`config.mk`:
```
export PLATFORM = sky130hd
export DESIGN_NAME = majority_rr_sched
export DESIGN_NICKNAME = d
export VERILOG_FILES = /design/src/rtl/majority_pkg.sv /design/src/rtl/majority_core.sv /design/src/rtl/majority_rr_sched.sv
export SDC_FILE = /design/constraint.sdc
export NUM_CORES = 1
export LEC_CHECK = 0
export ABC_AREA = 1
export CORE_ASPECT_RATIO = 1.5
export CORE_MARGIN = 4
export CORE_UTILIZATION = 51
export DETAILED_ROUTE_END_ITERATION = 7
export PLACE_DENSITY = 0.95
export REMOVE_ABC_BUFFERS = 1
export SLEW_MARGIN = 20
export SYNTH_ARGS = -nofsm -noshare
export SYNTH_HDL_FRONTEND = slang
export SYNTH_SLANG_ARGS = --single-unit
```
`constraint.sdc`:
```
create_clock -name clk -period 8.68 [get_ports clk]
set_clock_uncertainty 0.1 [all_clocks]
set_input_delay 2.17 -clock clk [delete_from_list [all_inputs] [get_ports clk]]
set_output_delay 2.17 -clock clk [all_outputs]
set_load 0.02 [all_outputs]
```
`src/rtl/majority_pkg.sv`:
```
// Shared definitions for the majority-vote scheduler: default threshold,
// requester tag width and a bit-count helper used by the vote unit.
package majority_pkg;

    // Widest vote word the bit-count helper handles, and its count width
    localparam int MAX_W     = 64;
    localparam int MAX_CNT_W = 7;

    // Strict majority of the word bits
    function automatic int thresh_default(input int data_w);
        return data_w / 2 + 1;
    endfunction

    // Requester tag width; never narrower than one bit
    function automatic int id_width(input int n);
        return (n < 2) ? 1 : $clog2(n);
    endfunction

    // Unsigned count of set bits in a zero-extended word
    function automatic logic [MAX_CNT_W-1:0] popcount(input logic [MAX_W-1:0] w);
        logic [MAX_CNT_W-1:0] c;
        c = '0;
        for (int i = 0; i < MAX_W; i++) begin
            c = c + {{(MAX_CNT_W-1){1'b0}}, w[i]};
        end
        return c;
    endfunction

endpackage

```
`src/rtl/majority_core.sv`:
```
// Combinational majority vote: the output is 1 when the number of set bits
// in the word reaches THRESH. The scheduler registers this result.
module majority_core
    import majority_pkg::*;
#(
    parameter int DATA_W = 8,
    parameter int THRESH = thresh_default(DATA_W)
) (
    input  logic [DATA_W-1:0] word,
    output logic              vote
);

    logic [MAX_W-1:0]     wide;
    logic [MAX_CNT_W-1:0] count;

    // Zero-extend the word, count its ones and compare against the threshold
    always_comb begin
        wide               = '0;
        wide[DATA_W-1:0]   = word;
        count              = popcount(wide);
        vote               = (count >= MAX_CNT_W'(THRESH));
    end

endmodule

```
`src/rtl/majority_rr_sched.sv`:
```
// Round-robin scheduler sharing one majority-vote unit among NUM_REQ
// requesters. One grant per cycle; the vote and requester tag are held in a
// one-entry output slot with valid/ready backpressure.
module majority_rr_sched
    import majority_pkg::*;
#(
    parameter int NUM_REQ = 4,
    parameter int DATA_W  = 8,
    parameter int THRESH  = thresh_default(DATA_W),
    parameter int ID_W    = id_width(NUM_REQ)
) (
    input  logic                      clk,
    input  logic                      rst,
    input  logic [NUM_REQ-1:0]        req_valid,
    input  logic [NUM_REQ*DATA_W-1:0] req_data,
    output logic [NUM_REQ-1:0]        req_ready,
    output logic                      res_valid,
    input  logic                      res_ready,
    output logic                      res_y,
    output logic [ID_W-1:0]           res_id,
    output logic [15:0]               grant_cnt
);

    logic [ID_W-1:0]   rr_ptr;
    logic [ID_W-1:0]   grant_idx;
    logic [ID_W-1:0]   next_ptr;
    logic              found;
    logic              slot_free;
    logic              transfer;
    logic [DATA_W-1:0] sel_word;
    logic              vote;

    // Rotating-priority search: first valid requester starting at rr_ptr
    always_comb begin
        found     = 1'b0;
        grant_idx = '0;
        for (int k = 0; k < NUM_REQ; k++) begin
            if (!found && req_valid[(int'(rr_ptr) + k) % NUM_REQ]) begin
                found     = 1'b1;
                grant_idx = ID_W'((int'(rr_ptr) + k) % NUM_REQ);
            end
        end
    end

    // One-hot grant, only when the slot can take a result and not in reset
    always_comb begin
        slot_free = !res_valid || res_ready;
        req_ready = '0;
        if (!rst && slot_free && found) begin
            req_ready[grant_idx] = 1'b1;
        end
        transfer = |req_ready;
        sel_word = req_data[int'(grant_idx)*DATA_W +: DATA_W];
        next_ptr = (int'(grant_idx) == NUM_REQ - 1) ? '0 : grant_idx + ID_W'(1);
    end

    majority_core #(
        .DATA_W (DATA_W),
        .THRESH (THRESH)
    ) u_core (
        .word (sel_word),
        .vote (vote)
    );

    // Output slot, round-robin pointer and grant counter
    always_ff @(posedge clk) begin
        if (rst) begin
            res_valid <= 1'b0;
            res_y     <= 1'b0;
            res_id    <= '0;
            grant_cnt <= '0;
            rr_ptr    <= '0;
        end else if (transfer) begin
            res_valid <= 1'b1;
            res_y     <= vote;
            res_id    <= grant_idx;
            grant_cnt <= grant_cnt + 16'd1;
            rr_ptr    <= next_ptr;
        end else if (res_ready) begin
            res_valid <= 1'b0;
        end
    end

endmodule

```
* Word-level counts from Yosys, hierarchy flattened *
Cells that the tools add are included.

storage, ports and cells
  register bits = 22
  bits of input ports = 39
  logic and storage cells = 71

operators by class
  $add $sub $neg = 12
  order comparisons = 7
  equality and inequality tests = 1
  shift operators = 1
  muxes and demuxes = 25
  bitwise gates (word level) = 3
  reduce and logical (&&, ||, !) cells = 17

operator list
  kind                                                        count
  adder 7 x 1 -> 7 bit                                        6
  variable part select 32 x 6 -> 8 bit                        1
  adder 16 x 1 -> 16 bit, second input constant               1
  2-to-1 mux 1 bit                                            14
  less-than comparator 3 x 4 -> 1 bit, second input constant  3
  2-to-1 mux 2 bit                                            5
  binary-select mux 1 bit (select 2 bit)                      4
  >= comparator 7 x 3 -> 1 bit, second input constant         1
  logical AND 1 bit                                           6
  less-than comparator 2 x 3 -> 1 bit, second input constant  2
  OR reduction 2 bit                                          3
  zero test 1 bit                                             5
  adder 2 x 1 -> 2 bit, second input constant                 2
  adder 2 bit, second input constant                          2
  2-to-1 mux 4 bit                                            1
  OR reduction 4 bit                                          1
  bitwise AND 1 bit, first input constant                     3
  adder 1 x 1 -> 2 bit                                        1
  demux 1 bit (select 2 bit)                                  1
  equality test 2 x 1 -> 1 bit, second input constant         1
  >= comparator 2 x 1 -> 1 bit, second input constant         1
  nonzero test 2 bit                                          1
  logical OR 1 bit                                            1

* Logic depth before layout (Yosys ltp) *
  depth in word-level cells = 23
  depth in mapped cells = 26
  depth with buffers taken out = 25

* Hierarchy *
A second synthesis with hierarchy kept.

second synthesis, totals
  cells, all modules = 319
  area total of the unflattened synthesis = 1,983.2 um^2

modules (own cells, without submodules)
  module             times used  cells an instance  area each (um^2)  sequential area each (um^2)
  majority_rr_sched  1           287                1,770.4           440.4
  majority_core      1           32                 212.7             0.0

* Least setup slack after synthesis *
Ideal clock, no wire load.

  path type = input to register
  from = input port req_valid[3]
  to = register res_y
  library setup time = 0.113 ns
  arrival time = 5.868 ns
  slack = 2.599 ns
  stages on the path = 23
  path buffers = 2
  path through = inv_1 -> nand2_1 -> nand3_1 -> nand2_2 -> nor2_4 -> nand3_2 -> buf_6 -> nand3_2 -> buf_4 -> nand2_1 -> nand3_1 -> nand2_1 -> ha_1 -> fa_1 -> inv_1 -> fa_1 -> fa_1 -> inv_1 -> fa_1 -> o21ai_0 -> o21ai_0 -> nor2_1 -> nor2_1

on the way
  cells in the longest elaborated chain, start to end = 21
  elaborated cells between the ends (all ways) = 42
  classes of those cells = 7 x add/sub; 3 x order compare; 1 x shift; 22 x mux; 9 x reduce/logical

RTL lines
  what                                    line                     text
  start: declaration                      majority_rr_sched.sv:14  input logic [NUM_REQ-1:0] req_valid,
  binary-select mux 1 bit (select 2 bit)  majority_rr_sched.sv:38  if (!found && req_valid[(int'(rr_ptr) + k) % NUM_REQ]) begin
  2-to-1 mux 1 bit (not written as such)  majority_rr_sched.sv:38
  2-to-1 mux 1 bit                        majority_rr_sched.sv:38
  zero test 1 bit                         majority_rr_sched.sv:38
  logical AND 1 bit                       majority_rr_sched.sv:38
  2-to-1 mux 1 bit                        majority_rr_sched.sv:38
  zero test 1 bit                         majority_rr_sched.sv:38
  logical AND 1 bit                       majority_rr_sched.sv:38
  2-to-1 mux 1 bit                        majority_rr_sched.sv:38
  zero test 1 bit                         majority_rr_sched.sv:38
  logical AND 1 bit                       majority_rr_sched.sv:38
  2-to-1 mux 2 bit                        majority_rr_sched.sv:38
  variable part select 32 x 6 -> 8 bit    majority_rr_sched.sv:53  sel_word = req_data[int'(grant_idx)*DATA_W +: DATA_W];
  adder 1 x 1 -> 2 bit                    majority_pkg.sv:24       c = c + {{(MAX_CNT_W-1){1'b0}}, w[i]};
  adder 7 x 1 -> 7 bit (6 in series)      majority_pkg.sv:24
  >= comparator 7 x 3 -> 1 bit            majority_core.sv:21      vote = (count >= MAX_CNT_W'(THRESH));
  end signal: assignment                  majority_rr_sched.sv:75  res_y <= vote;
  end: declaration                        majority_rr_sched.sv:19  output logic res_y,

Several ways; a longest one is shown, not always the timed one. The select of a mux whose other input is x is not followed.
A chain may end at the register's enable or synchronous reset.

* Worst setup path after layout *
  from = input port req_valid[0]
  to = output port req_ready[3]

on the way
  cells in the longest elaborated chain, start to end = 17
  elaborated cells between the ends (all ways) = 32
  classes of those cells = 2 x order compare; 22 x mux; 8 x reduce/logical

RTL lines
  what                                                                                                              line                     text
  binary-select mux 1 bit (select 2 bit)                                                                            majority_rr_sched.sv:38
  2-to-1 mux 1 bit (not written as such)                                                                            majority_rr_sched.sv:38
  2-to-1 mux 1 bit                                                                                                  majority_rr_sched.sv:38
  zero test 1 bit                                                                                                   majority_rr_sched.sv:38
  logical AND 1 bit                                                                                                 majority_rr_sched.sv:38
  2-to-1 mux 1 bit                                                                                                  majority_rr_sched.sv:38
  zero test 1 bit                                                                                                   majority_rr_sched.sv:38
  logical AND 1 bit                                                                                                 majority_rr_sched.sv:38
  [... 2 more ...]                                                                                                  -
  logical AND 1 bit                                                                                                 majority_rr_sched.sv:38
  2-to-1 mux 2 bit (*)                                                                                              majority_rr_sched.sv:38
  net grant_idx[1]                                                                                                  majority_rr_sched.sv:25  logic [ID_W-1:0] grant_idx;
  less-than comparator 2 x 3 -> 1 bit (not written as such) / >= comparator 2 x 1 -> 1 bit (equally long branches)  majority_rr_sched.sv:50  req_ready[grant_idx] = 1'b1;
  logical AND 1 bit (not written as such)                                                                           majority_rr_sched.sv:50
  2-to-1 mux 1 bit (not written as such)                                                                            majority_rr_sched.sv:50
  demux 1 bit (select 2 bit) (*)                                                                                    majority_rr_sched.sv:50
  2-to-1 mux 4 bit (*)                                                                                              majority_rr_sched.sv:49  if (!rst && slot_free && found) begin
  end: declaration                                                                                                  majority_rr_sched.sv:16  output logic [NUM_REQ-1:0] req_ready,

Mark *: on every way through the listed nets, which the timed path passes. The rest lies on a longest branch. The select of a mux whose other input is x is not followed.

==> metrics.sh <==
FLOORPLAN.DIE.WIDTH_UM=61.0
MAXCAPVIOLCOUNT=0
POWER.LEAKAGE_nW=1.19
TIMING.FINAL.SETUP_VIOLATIONS=0
CTS_SINKS=22
INSERTION_DELAY_NS=0.27
CRIT_PATH_MAX_INCR_DELAY_NS=0.68
ROUTE.TOP_LAYER_USED='met4'
NUMBER_OF_ANTENNA_VIOLATIONS_AT_THE_FIRST_CHECK_IN_GLOBAL_ROUTING=0
CRIT_PATH_TOP_DELAY_CELL='sky130_fd_sc_hd__o21ai_1'
DIE_AREA_UM2=5340
CRITPATHMOSTFREQUENTCELL='sky130_fd_sc_hd__nand2_1'
FINAL_LAYOUT_SIZE_SUFFIX_GT1_FRAC=0.112
IO_BUFFER_COUNT=62
GRT_PASS1_VIAS=2372
PERIOD_SHARE=0.855
MAXSLEWVIOLCOUNT=0
YOSYSWARNINGCOUNT=0
GRT_MAX_DEGREE=22
NUM_ANTENNA_CELLS=0
TIMING_WORST_SETUP_PATH_TYPE='in -> out'
INITIAL_CORE_UTIL=0.539
RUN_STATUS='complete, no violations'
POST_DP_CELL_AREA_UM2=2710
SYNTH_AREA_PER_CELL_UM2=6.62
ROUTE.DETAILED.WL_PER_INST_UM=14.4
NETLIST_INSTANCES=325
CELLS_ALONG_THE_CRITICAL_PATH='clkdlybuf4s50_1 > inv_1 > nand2_1 > nand2_1 > o21ai_1 > inv_2 > nand2_1 > nor2_1 > o21ai_1 > inv_2 > ha_1 > inv_1 > nor2_1 > clkdlybuf4s50_1'
CRITPATHMAXFANOUT=12
WORST_SLACK_AT_PLACEMENT_NS=1.34
HTREEDEPTH=1
WORST_PATH_DOMINANT_CELL_FAMILY='buffers and inverters'
PATH_CLK_SLEW_NS=0.08
RSZ0062_AT_GRT='false'
REPORT.FINAL.HOLD_VIOL_COUNT=0
MAX-CLOCK-PATH-BUFFERS=2
GLOBALPLACE.CONGESTION=0.929
CORE.ROWCOUNT=28
FINAL_CELL_MIX='sky130_fd_sc_hd__nand2_1 (77), sky130_fd_sc_hd__clkdlybuf4s50_1 (62), sky130_fd_sc_hd__inv_1 (46)'
ARRIVAL_NS=5.15
TRITONCTS_CLOCK_TREE='done'
PATH_BUF_INV=6
SYNTHTOLAYOUTAREAGROWTH_PCT=29.6
LAYOUT.NETS=428
DESIGN.PORTCOUNT=63
SYNTH_CELL_TYPES=30
SLEW-LIMIT-HEADROOM=0.399
MET2_LENGTH_UM=3140
CTS_BUFFERS=3
HPWL_DP_UM=4480
MET1_LENGTH_UM=2390
ENDPOINT_KIND='primary output'
SETUP_TOTAL_NEGATIVE_SLACK_NS=0
CTS_ROOT_BUFFER='sky130_fd_sc_hd__clkbuf_8'
CRIT_REQUIRED_NS=6.41
TIMING_WORST_SLEW_PIN_VALUE_NS=0.898
CTS-RESIZED-GATES=0
POWER.DENSITY_CELL_AREA_nW_PER_UM2=424
VIAS=2370
POST-ROUTE-DRC-COUNT=0
POST-ROUTE-UTIL=0.698
PEAKVDDDROP_V=0.000451
MOSTFREQUENTLAYOUTCELL='sky130_fd_sc_hd__nand2_1'
MET3ROUTEDLENGTH_UM=423
HP-CLASS='reg -> reg'
WORSTSETUPSTARTPOINTTYPE='primary input'
GRT_OVERFLOW=0
MAX_FCLK_GHz=0.135
FLOORPLAN.CORE_AREA_UM2=3990
DRT-VIAS-PER-INSTANCE=5.63
DRT_WL_TOTAL_UM=6050
SETUP_SLACK_NS=1.26
GLOBALROUTETOTALUTIL=0.235
FIRST_DRT_ITERATION_DRCS=208
PORTION_OF_THE_POST_SYNTHESIS_AREA_USED_BY_SEQUENTIAL_ELEMENTS=0.205
FINAL_CELL_AREA_UM2=2790
POWER_W=0.00118
PERIOD_NEEDED_NS=7.42
DRT_FIRST_PASS_ITERS=4
GLOBAL_ROUTE_WIRE_LENGTH_BEFORE_REPAIR_UM=10000
DIEHEIGHT_UM=87.5
POST_CTS_BUFFERS=0
ROUTE.ANTENNA.REMAINING_NETS=0
CTSHOLDBUFFERS=0
MAPPEDNETLISTAREA_UM2=2150
SYNTH_SEQ_CELLS=22
-- registers in the layout, indices dropped and copies added, names as in the netlist --
signal	count
res_y	1
grant_cnt	16
rr_ptr	2
res_valid	1
res_id	2
-- final cells by class --
| class | instances | area [um2] |
|---|---|---|
| clock buffer | 4 | 55.1 |
| fill | 337 | 1210 |
| inverter | 51 | 196 |
| multi-input combinational | 237 | 1420 |
| sequential | 22 | 440 |
| tap | 45 | 56.3 |
| timing repair buffer | 62 | 621 |
-- through the flow --
stage,std cells,hold slack (ns)
5_1_grt,421,0.423
3_5_place_dp,417,0.387
6_report,421,0.393
3_3_place_gp,417,0.375
4_1_cts,421,0.402
2_1_floorplan,310,0.455
-- worst register-to-register path: cells and delay by family (launching register included) --
family | cells | cell delay (ns)
AOI/OAI and AO/OA | 3 | 0.92
adders and majority gates | 5 | 2.19
buffers and inverters | 5 | 0.55
DFF | 1 | 0.58
and+or+nand+nor | 9 | 0.83
-- logic make-up after synthesis --
logic type | synth area share
fa+ha+maj | 0.0838
flops | 0.205
compound gates | 0.0779
buf+inv | 0.144
xor+xnor | 0.0611
simple gates | 0.428
-- where the power goes --
| part | switching, W | internal (W) |
|---|---|---|
| clock | 0.0000342 | 0.0000405 |
| combinational | 0.000602 | 0.000371 |
| sequential | 0.0000177 | 0.000116 |
| total | 0.000653 | 0.000528 |
-- routing by layer --
| metal | vias to the layer above | global-route usage |
|---|---|---|
| li1 | 1143 | - |
| met1 | 1092 | 0.274 |
| met2 | 120 | 0.431 |
| met3 | 15 | 0.0251 |
| met4 | 0 | 0.0730 |
| met5 | - | 0 |
-- cell usage after synthesis --
| library cell | count | area share |
|---|---|---|
| sky130_fd_sc_hd__a21oi_1 | 6 | 0.014 |
| sky130_fd_sc_hd__a21oi_2 | 10 | 0.041 |
| sky130_fd_sc_hd__and2_1 | 1 | 0.0029 |
| sky130_fd_sc_hd__buf_1 | 1 | 0.0017 |
| sky130_fd_sc_hd__buf_12 | 1 | 0.0093 |
| sky130_fd_sc_hd__buf_2 | 6 | 0.014 |
| sky130_fd_sc_hd__buf_4 | 1 | 0.0035 |
| sky130_fd_sc_hd__buf_6 | 4 | 0.021 |
| sky130_fd_sc_hd__clkbuf_1 | 2 | 0.0035 |
| sky130_fd_sc_hd__dfxtp_1 | 22 | 0.20 |
| sky130_fd_sc_hd__fa_1 | 4 | 0.037 |
| sky130_fd_sc_hd__ha_1 | 8 | 0.047 |
| sky130_fd_sc_hd__inv_1 | 46 | 0.080 |
| sky130_fd_sc_hd__inv_2 | 4 | 0.0070 |
| sky130_fd_sc_hd__inv_6 | 1 | 0.0041 |
| sky130_fd_sc_hd__nand2_1 | 77 | 0.13 |
| sky130_fd_sc_hd__nand2_2 | 7 | 0.020 |
| sky130_fd_sc_hd__nand3_1 | 37 | 0.086 |
| sky130_fd_sc_hd__nand3_2 | 13 | 0.060 |
| sky130_fd_sc_hd__nand3b_1 | 2 | 0.0070 |
| sky130_fd_sc_hd__nand4_1 | 18 | 0.052 |
| sky130_fd_sc_hd__nor2_1 | 24 | 0.042 |
| sky130_fd_sc_hd__nor2_4 | 1 | 0.0052 |
| sky130_fd_sc_hd__nor3_1 | 5 | 0.012 |
| sky130_fd_sc_hd__nor4_1 | 2 | 0.0058 |
| sky130_fd_sc_hd__o211ai_2 | 2 | 0.012 |
| sky130_fd_sc_hd__o21ai_0 | 2 | 0.0047 |
| sky130_fd_sc_hd__o21ai_1 | 3 | 0.0070 |
| sky130_fd_sc_hd__xnor2_1 | 4 | 0.016 |
| sky130_fd_sc_hd__xor2_1 | 11 | 0.045 |
-- worst paths after layout --
path	from	end	slack, ns	cells after the start
worst min-delay path	res_id[0]	res_id[0]	0.39	2
worst min register to register	res_id[0]	res_id[0]	0.39	2
worst max register to register	rr_ptr[0]	res_y	3.41	22
worst max-delay path	req_valid[0]	req_ready[3]	1.26	14
(Power assumes the default switching activity.)
